--- config.mk ---
export PLATFORM = sky130hd
export DESIGN_NAME = number_state
export DESIGN_NICKNAME = d
export VERILOG_FILES = /design/src/rtl/number_state_pkg.sv /design/src/rtl/button_debounce.sv /design/src/rtl/number_state.sv
export SDC_FILE = /design/constraint.sdc
export NUM_CORES = 1
export LEC_CHECK = 0
export ABC_AREA = 1
export CAP_MARGIN = 20
export CORE_ASPECT_RATIO = 0.5
export CORE_MARGIN = 8
export CORE_UTILIZATION = 61
export DETAILED_ROUTE_END_ITERATION = 8
export HOLD_SLACK_MARGIN = 0.02
export PLACE_DENSITY = 0.84
export SLEW_MARGIN = 10
export SYNTH_ARGS = -nofsm -noshare
export SYNTH_HDL_FRONTEND = slang
export SYNTH_SLANG_ARGS = --single-unit
--- constraint.sdc ---
create_clock -name CLK100MHZ -period 2.45 [get_ports CLK100MHZ]
set_clock_uncertainty 0.1 [all_clocks]
set_input_delay 0.49 -clock CLK100MHZ [delete_from_list [all_inputs] [get_ports CLK100MHZ]]
set_output_delay 0.49 -clock CLK100MHZ [all_outputs]
set_load 0.03 [all_outputs]
--- src/rtl/number_state_pkg.sv ---
// -----------------------------------------------------------------------------
// number_state_pkg
//
// Shared types and constants for the push-button decimal counter that drives
// the seven-segment board driver's `number` bus.
//
// Contents:
//   NUMBER_W             width of the `number` bus
//   DEF_DEBOUNCE_CYCLES  default debounce window (10 ms at 100 MHz)
//   DEF_TICK_CYCLES      default automatic step period (10 Hz at 100 MHz)
//   DEF_MAX_VALUE        default largest displayed value (eight decimal digits)
//   run_state_t          counter mode: paused, running up, running down
//   number_t             value type carried on the `number` bus
//   wrap_step()          +1/-1 step that wraps between 0 and a maximum
// -----------------------------------------------------------------------------
package number_state_pkg;

    localparam int NUMBER_W = 32;

    localparam int unsigned DEF_DEBOUNCE_CYCLES = 1_000_000;
    localparam int unsigned DEF_TICK_CYCLES     = 10_000_000;
    localparam int unsigned DEF_MAX_VALUE       = 99_999_999;

    typedef enum logic [1:0] {
        PAUSED   = 2'd0,
        RUN_UP   = 2'd1,
        RUN_DOWN = 2'd2
    } run_state_t;

    typedef logic [NUMBER_W-1:0] number_t;

    // One counting step in either direction. Values above max_value can never
    // be produced, so the counter stays inside 0..max_value from reset onward.
    function automatic number_t wrap_step(input number_t value,
                                          input logic    down,
                                          input number_t max_value);
        number_t result;
        if (down) begin
            result = (value == '0) ? max_value : value - NUMBER_W'(1);
        end else begin
            result = (value >= max_value) ? '0 : value + NUMBER_W'(1);
        end
        return result;
    endfunction

endpackage

--- src/rtl/button_debounce.sv ---
// -----------------------------------------------------------------------------
// button_debounce
//
// Cleans one raw push-button input into a stable level and a one-cycle press
// pulse on each accepted rising edge of that level.
//
// Ports:
//   CLK100MHZ  in   system clock
//   RESET      in   synchronous, active-high reset
//   raw        in   asynchronous button input straight from the board pin
//   level      out  debounced button level
//   press      out  one-cycle pulse, DEBOUNCE_CYCLES+3 cycles after a clean
//                   raw 0->1 transition
//
// Parameters:
//   DEBOUNCE_CYCLES  consecutive disagreeing samples needed to flip `level`
// -----------------------------------------------------------------------------
module button_debounce
    import number_state_pkg::*;
#(
    parameter int unsigned DEBOUNCE_CYCLES = DEF_DEBOUNCE_CYCLES
) (
    input  logic CLK100MHZ,
    input  logic RESET,
    input  logic raw,
    output logic level,
    output logic press
);

    localparam int CNT_W = (DEBOUNCE_CYCLES > 1) ? $clog2(DEBOUNCE_CYCLES) : 1;
    localparam logic [CNT_W-1:0] CNT_LAST = CNT_W'(DEBOUNCE_CYCLES - 1);

    logic             sync_q1;
    logic             sync_q2;
    logic [CNT_W-1:0] stable_cnt;
    logic             level_d;

    // NOTE: every register here is written with non-blocking assignments so
    // each flop samples the pre-edge value of its neighbour; blocking
    // assignments would collapse the synchronizer chain into a single stage.
    always_ff @(posedge CLK100MHZ) begin
        if (RESET) begin
            sync_q1    <= 1'b0;
            sync_q2    <= 1'b0;
            stable_cnt <= '0;
            level      <= 1'b0;
            level_d    <= 1'b0;
            press      <= 1'b0;
        end else begin
            // Two flops before any logic looks at the pin.
            sync_q1 <= raw;
            sync_q2 <= sync_q1;

            // The level moves only after an unbroken run of disagreeing
            // samples; a single agreeing sample restarts the run.
            if (sync_q2 != level) begin
                if (stable_cnt == CNT_LAST) begin
                    level      <= sync_q2;
                    stable_cnt <= '0;
                end else begin
                    stable_cnt <= stable_cnt + CNT_W'(1);
                end
            end else begin
                stable_cnt <= '0;
            end

            level_d <= level;
            press   <= level & ~level_d;
        end
    end

endmodule

--- src/rtl/number_state.sv ---
// -----------------------------------------------------------------------------
// number_state
//
// Manual / automatic decimal up-down counter controlled by the four Nexys
// push-buttons. Its `number` output feeds the seven-segment board driver.
//
// Ports:
//   CLK100MHZ  in   system clock, 100 MHz
//   RESET      in   synchronous, active-high reset
//   BTNU       in   raw button: increment (paused) / run upward (running)
//   BTND       in   raw button: decrement (paused) / run downward (running)
//   BTNC       in   raw button: toggle run / pause
//   BTNL       in   raw button: clear count and restart the tick period
//   number     out  current count, always 0..MAX_VALUE
//   LED        out  LED[0] = running, LED[1] = running downward
//
// Parameters:
//   DEBOUNCE_CYCLES  button debounce window in clock cycles
//   TICK_CYCLES      clock cycles per automatic step while running
//   MAX_VALUE        largest count; stepping wraps between 0 and MAX_VALUE
//
// Button priority when press pulses coincide: BTNL > BTNC > BTNU > BTND.
// Any acting button suppresses an automatic step landing in the same cycle.
// -----------------------------------------------------------------------------
module number_state
    import number_state_pkg::*;
#(
    parameter int unsigned DEBOUNCE_CYCLES = DEF_DEBOUNCE_CYCLES,
    parameter int unsigned TICK_CYCLES     = DEF_TICK_CYCLES,
    parameter int unsigned MAX_VALUE       = DEF_MAX_VALUE
) (
    input  logic                CLK100MHZ,
    input  logic                RESET,
    input  logic                BTNU,
    input  logic                BTND,
    input  logic                BTNC,
    input  logic                BTNL,
    output logic [NUMBER_W-1:0] number,
    output logic [1:0]          LED
);

    localparam int TICK_W = (TICK_CYCLES > 1) ? $clog2(TICK_CYCLES) : 1;
    localparam logic [TICK_W-1:0] TICK_LAST = TICK_W'(TICK_CYCLES - 1);
    localparam number_t           MAX_NUM   = NUMBER_W'(MAX_VALUE);

    // -------------------------------------------------------------------------
    // Button conditioning
    // -------------------------------------------------------------------------
    logic press_u;
    logic press_d;
    logic press_c;
    logic press_l;

    // Debounced levels are available from each debouncer but only the press
    // pulses drive this block.
    logic [3:0] btn_level_unused;

    button_debounce #(.DEBOUNCE_CYCLES(DEBOUNCE_CYCLES)) u_btn_u (
        .CLK100MHZ (CLK100MHZ),
        .RESET     (RESET),
        .raw       (BTNU),
        .level     (btn_level_unused[0]),
        .press     (press_u)
    );

    button_debounce #(.DEBOUNCE_CYCLES(DEBOUNCE_CYCLES)) u_btn_d (
        .CLK100MHZ (CLK100MHZ),
        .RESET     (RESET),
        .raw       (BTND),
        .level     (btn_level_unused[1]),
        .press     (press_d)
    );

    button_debounce #(.DEBOUNCE_CYCLES(DEBOUNCE_CYCLES)) u_btn_c (
        .CLK100MHZ (CLK100MHZ),
        .RESET     (RESET),
        .raw       (BTNC),
        .level     (btn_level_unused[2]),
        .press     (press_c)
    );

    button_debounce #(.DEBOUNCE_CYCLES(DEBOUNCE_CYCLES)) u_btn_l (
        .CLK100MHZ (CLK100MHZ),
        .RESET     (RESET),
        .raw       (BTNL),
        .level     (btn_level_unused[3]),
        .press     (press_l)
    );

    // -------------------------------------------------------------------------
    // Counter state machine
    // -------------------------------------------------------------------------
    run_state_t        state_q;
    run_state_t        state_d;
    number_t           number_q;
    number_t           number_d;
    logic [TICK_W-1:0] tick_q;
    logic [TICK_W-1:0] tick_d;

    logic running;
    logic tick_hit;

    assign running  = (state_q != PAUSED);
    assign tick_hit = running && (tick_q == TICK_LAST);

    // NOTE: every output of this block gets a default before any branch, so
    // no path leaves a variable unassigned and no latch is inferred.
    always_comb begin
        state_d  = state_q;
        number_d = number_q;
        tick_d   = '0;

        // Free-running period while running; the wrap happens even when a
        // button steals the step from this cycle.
        if (running) begin
            tick_d = tick_hit ? '0 : tick_q + TICK_W'(1);
        end

        if (press_l) begin
            number_d = '0;
            tick_d   = '0;
        end else if (press_c) begin
            // Entering a run starts a full period; leaving parks the counter.
            state_d = running ? PAUSED : RUN_UP;
            tick_d  = '0;
        end else if (press_u) begin
            if (running) begin
                state_d = RUN_UP;
            end else begin
                number_d = wrap_step(number_q, 1'b0, MAX_NUM);
            end
        end else if (press_d) begin
            if (running) begin
                state_d = RUN_DOWN;
            end else begin
                number_d = wrap_step(number_q, 1'b1, MAX_NUM);
            end
        end else if (tick_hit) begin
            number_d = wrap_step(number_q, state_q == RUN_DOWN, MAX_NUM);
        end
    end

    always_ff @(posedge CLK100MHZ) begin
        if (RESET) begin
            state_q  <= PAUSED;
            number_q <= '0;
            tick_q   <= '0;
        end else begin
            state_q  <= state_d;
            number_q <= number_d;
            tick_q   <= tick_d;
        end
    end

    assign number = number_q;
    assign LED    = {state_q == RUN_DOWN, running};

endmodule
==> flow_summary_export.csv <==
group,metric,value,unit
outcome,outcome,"finished, final reports clean",
timing,tightest_slew,0.676,ns
critical_path,start_kind,"flip-flop",
min_path,hp-class,"reg2reg",
power,power_density,548,mW/mm²
finish,antenna_cells,0,
power,power,5.46,mW
critical_path,endpoint_kind,"output pin",
grt,antenna_found_initial,0,
clock_tree,cts_made_buffers,17,
synthesis,synth_area_leaders,"dfxtp_1, nand2_1, nor2_1",
floorplanning,fp.dieH,101,µm
routing,drt-total-wl,21500,µm
routing,drc,0,
clock_tree,root_buffer,"clkbuf_16",
placement,dp_hpwl,15400,µm
min_path,hold_end,"u_btn_c.press$_SDFF_PP0_",
timing,fin_setup_tns,0,ns
timing,finalMaxSlewViolations,0,
power,clock_power_share,51.8,%
critical_path,crit_path_start,"state_q[1]$_SDFFE_PP0P_",
clock_tree,clkLatencyLatePin,0.42,ns
synthesis,ys_seq_area_share,36.0,%
power,power.switching,1.23,mW
floorplanning,io_pins,40,
synthesis,ys_warn_count,0,
critical_path,r2r-start,"number[0]$_SDFFE_PP0P_",
routing,drt_iter0_drc,942,
grt,globalRouteTotalUtil,23.4,%
critical_path,r2r_end,"number[3]$_SDFFE_PP0P_",
power,switching_share,22.4,%
routing,via_per_inst,5.47,
routing,dr_total_vias,8741,
finish,layout_common_cells,"nand2_1, nor2_1, inv_1",
min_path,whs_path_depth,1,
synthesis,synth_area,0.00878,mm²
synthesis,synth_edf_count,0,
synthesis,avgSynthCellArea,6.51,µm²
power,sequentialPowerShare,47.2,%
power,p_int,4.24,mW
clock_tree,clk_pin_slew,0.06,ns
synthesis,synth_nets,1362,
clock_tree,postCtsSetupBuffers,0,
routing,wl_per_cell,13.4,µm
critical_path,ff2ff_setup_slack,0.18,ns
placement,dp_slack,0.0983,ns
finish,final_nets,1402,
finish,drive_gt1_share,6.85,%
run,max-cap-violations,0,
synthesis,ys_ff_latch,158,
timing,finalSetupViolations,0,
routing,ant_nets,0,
synthesis,synthDistinctLibCells,43,
timing,finalWorstSetupSlack,0.0963,ns
critical_path,crit_slowest_cell,"clkdlybuf4s50_1",
floorplanning,core_area,0.0143,mm²
critical_path,cp_cell_sequence,"inv_1, nor2_1, clkdlybuf4s50_1",
synthesis,synthArstFlopShare,0,%
critical_path,cpPeakStageDelay,0.72,ns
finish,layout_commonest_cell,"nand2_1",
placement,numPortBuffers,39,
power,power_leakage,3.90,nW
critical_path,reg2regPathDepth,12,
routing,first_pass_iters,6,
clock_tree,cts_tree,"done",
critical_path,required,1.86,ns
synthesis,synth_largest_area_cell,"dfxtp_1",
grt,grt-ovfl-total,0,
grt,grt_max_degree,45,
synthesis,ys.flop_type,"dfxtp_1",
critical_path,path_max_fanout,2,
clock_tree,clock_path_buffers,2,
synthesis,synthCells,1348,
grt,grt_pass1_wl,36700,µm
power,peakVddDrop,0.542,mV
timing,rsz0062_at_grt,"false",
grt,grt_pass1_vias,8107,
timing,hold_ws,0.281,ns
clock_tree,cts_resized,0,
timing,maxSlewHeadroom,54.9,%
timing,finalCriticalPeriod,2.35,ns
placement,routabilityCongestion,1.05,
finish,area_delta_synth_final,13.6,%
critical_path,path_class,"reg2out",
power,comb_power_share,1.0,%
min_path,worstHoldStart,"u_btn_c.level_d$_SDFF_PP0_",
clock_tree,htreeDepth,4,
floorplanning,start_util,61.5,%
timing,hold_viol,0,
timing,period_share,96.1,%
floorplanning,dieArea,0.0187,mm²
synthesis,synth_top_cell_area_share,36.0,%
floorplanning,die_x,186,µm
floorplanning,row_count,31,
timing,fmaxAchievable,0.425,GHz
clock_tree,holdBufCountCts,0,
critical_path,crit_arrival,1.76,ns
clock_tree,clock-sinks,158,
[how the worst max path moves through the flow]
stage / depth (start not counted) / to / slack [ns]
2_1_floorplan: 13 / number[23]$_SDFFE_PP0P_ / 0.42
3_3_place_gp: 7 / u_btn_u.stable_cnt[15]$_SDFF_PP0_ / 0.14
4_1_cts: 3 / LED[0] / 0.05
5_1_grt: 3 / LED[1] / 0.01
6_report: 3 / LED[1] / 0.1
3_5_place_dp: 7 / u_btn_u.stable_cnt[19]$_SDFF_PP0_ / 0.1
[flip-flops by register name, indices dropped and copies added (netlist names), 2 cells and up]
signal              cells
state_q                 2
u_btn_d.stable_cnt     20
u_btn_c.stable_cnt     20
tick_q                 24
number                 32
u_btn_l.stable_cnt     20
u_btn_u.stable_cnt     20
[final cells by class]
class / instances / area (µm²)
clock inverter: 15 / 199
inverter: 172 / 652
timing repair buffer: 56 / 531
tap: 198 / 248
fill: 1197 / 4300
clock buffer: 17 / 425
sequential: 158 / 3160
multi-input combinational: 983 / 4760
[layer usage]
layer / wire, µm / share of wire [%] / GRT usage [%] / up-vias
met5: 0 / 0 / 0 / -
met4: 584 / 2.7 / 10.0 / 0
met3: 1220 / 5.7 / 3.53 / 56
met2: 10100 / 47 / 40.9 / 282
met1: 9570 / 45 / 28.6 / 4025
li1: - / - / - / 4378
[power by group through the flow]
stage / sequential [mW] / combinational, mW / clock [mW]
2_1_floorplan: 2.64 / 0.0314 / 0
3_3_place_gp: 2.64 / 0.0515 / 0
3_5_place_dp: 2.64 / 0.0528 / 0
4_1_cts: 2.58 / 0.0534 / 2.85
5_1_grt: 2.58 / 0.0609 / 2.96
6_report: 2.58 / 0.0538 / 2.83
[critical path: cells and delay by family, from the launching register on]
family        cells  cell delay [ns]
buf+inv           2             0.78
flops             1             0.34
simple gates      1             0.22
[cell families (layout without fill, tap and decap cells)]
| group | Yosys count | in the layout | share of synthesized area (%) |
|---|---|---|---|
| AND/OR/NAND/NOR | 764 | 764 | 37.9 |
| buffers and inverters | 207 | 260 | 9.86 |
| flip-flops | 158 | 158 | 36.0 |
| AO/OA/AOI/OAI | 155 | 155 | 9.45 |
| XOR/XNOR | 56 | 56 | 5.59 |
| adder cells (fa/ha/maj) | 8 | 8 | 1.14 |
[through the flow]
stage / area (µm²) / utilization, % / instances
after floorplan: 8780 / - / 1348
after global placement: 9340 / 65.4 / 1567
after global routing: 9970 / 69.9 / 1599
after detailed placement: 9340 / 65.4 / 1567
final: 9970 / 69.9 / 1599
after CTS: 9970 / 69.8 / 1599
[cell usage after synthesis (4+ instances only)]
library cell / count
ha_1: 8
xor2_1: 50
nor2_4: 4
nor2_1: 252
dfxtp_1: 158
o21ai_0: 54
buf_4: 7
a21oi_1: 80
buf_2: 12
nor3b_1: 16
inv_1: 166
a31oi_1: 4
or2_2: 9
buf_6: 5
nand2_2: 7
nand2_1: 284
nor2_2: 14
nand3_1: 81
clkbuf_1: 6
nor4_1: 9
nor3_1: 53
xnor2_1: 6
nand4_1: 27
Note: power is estimated with default switching activity, not from simulation.
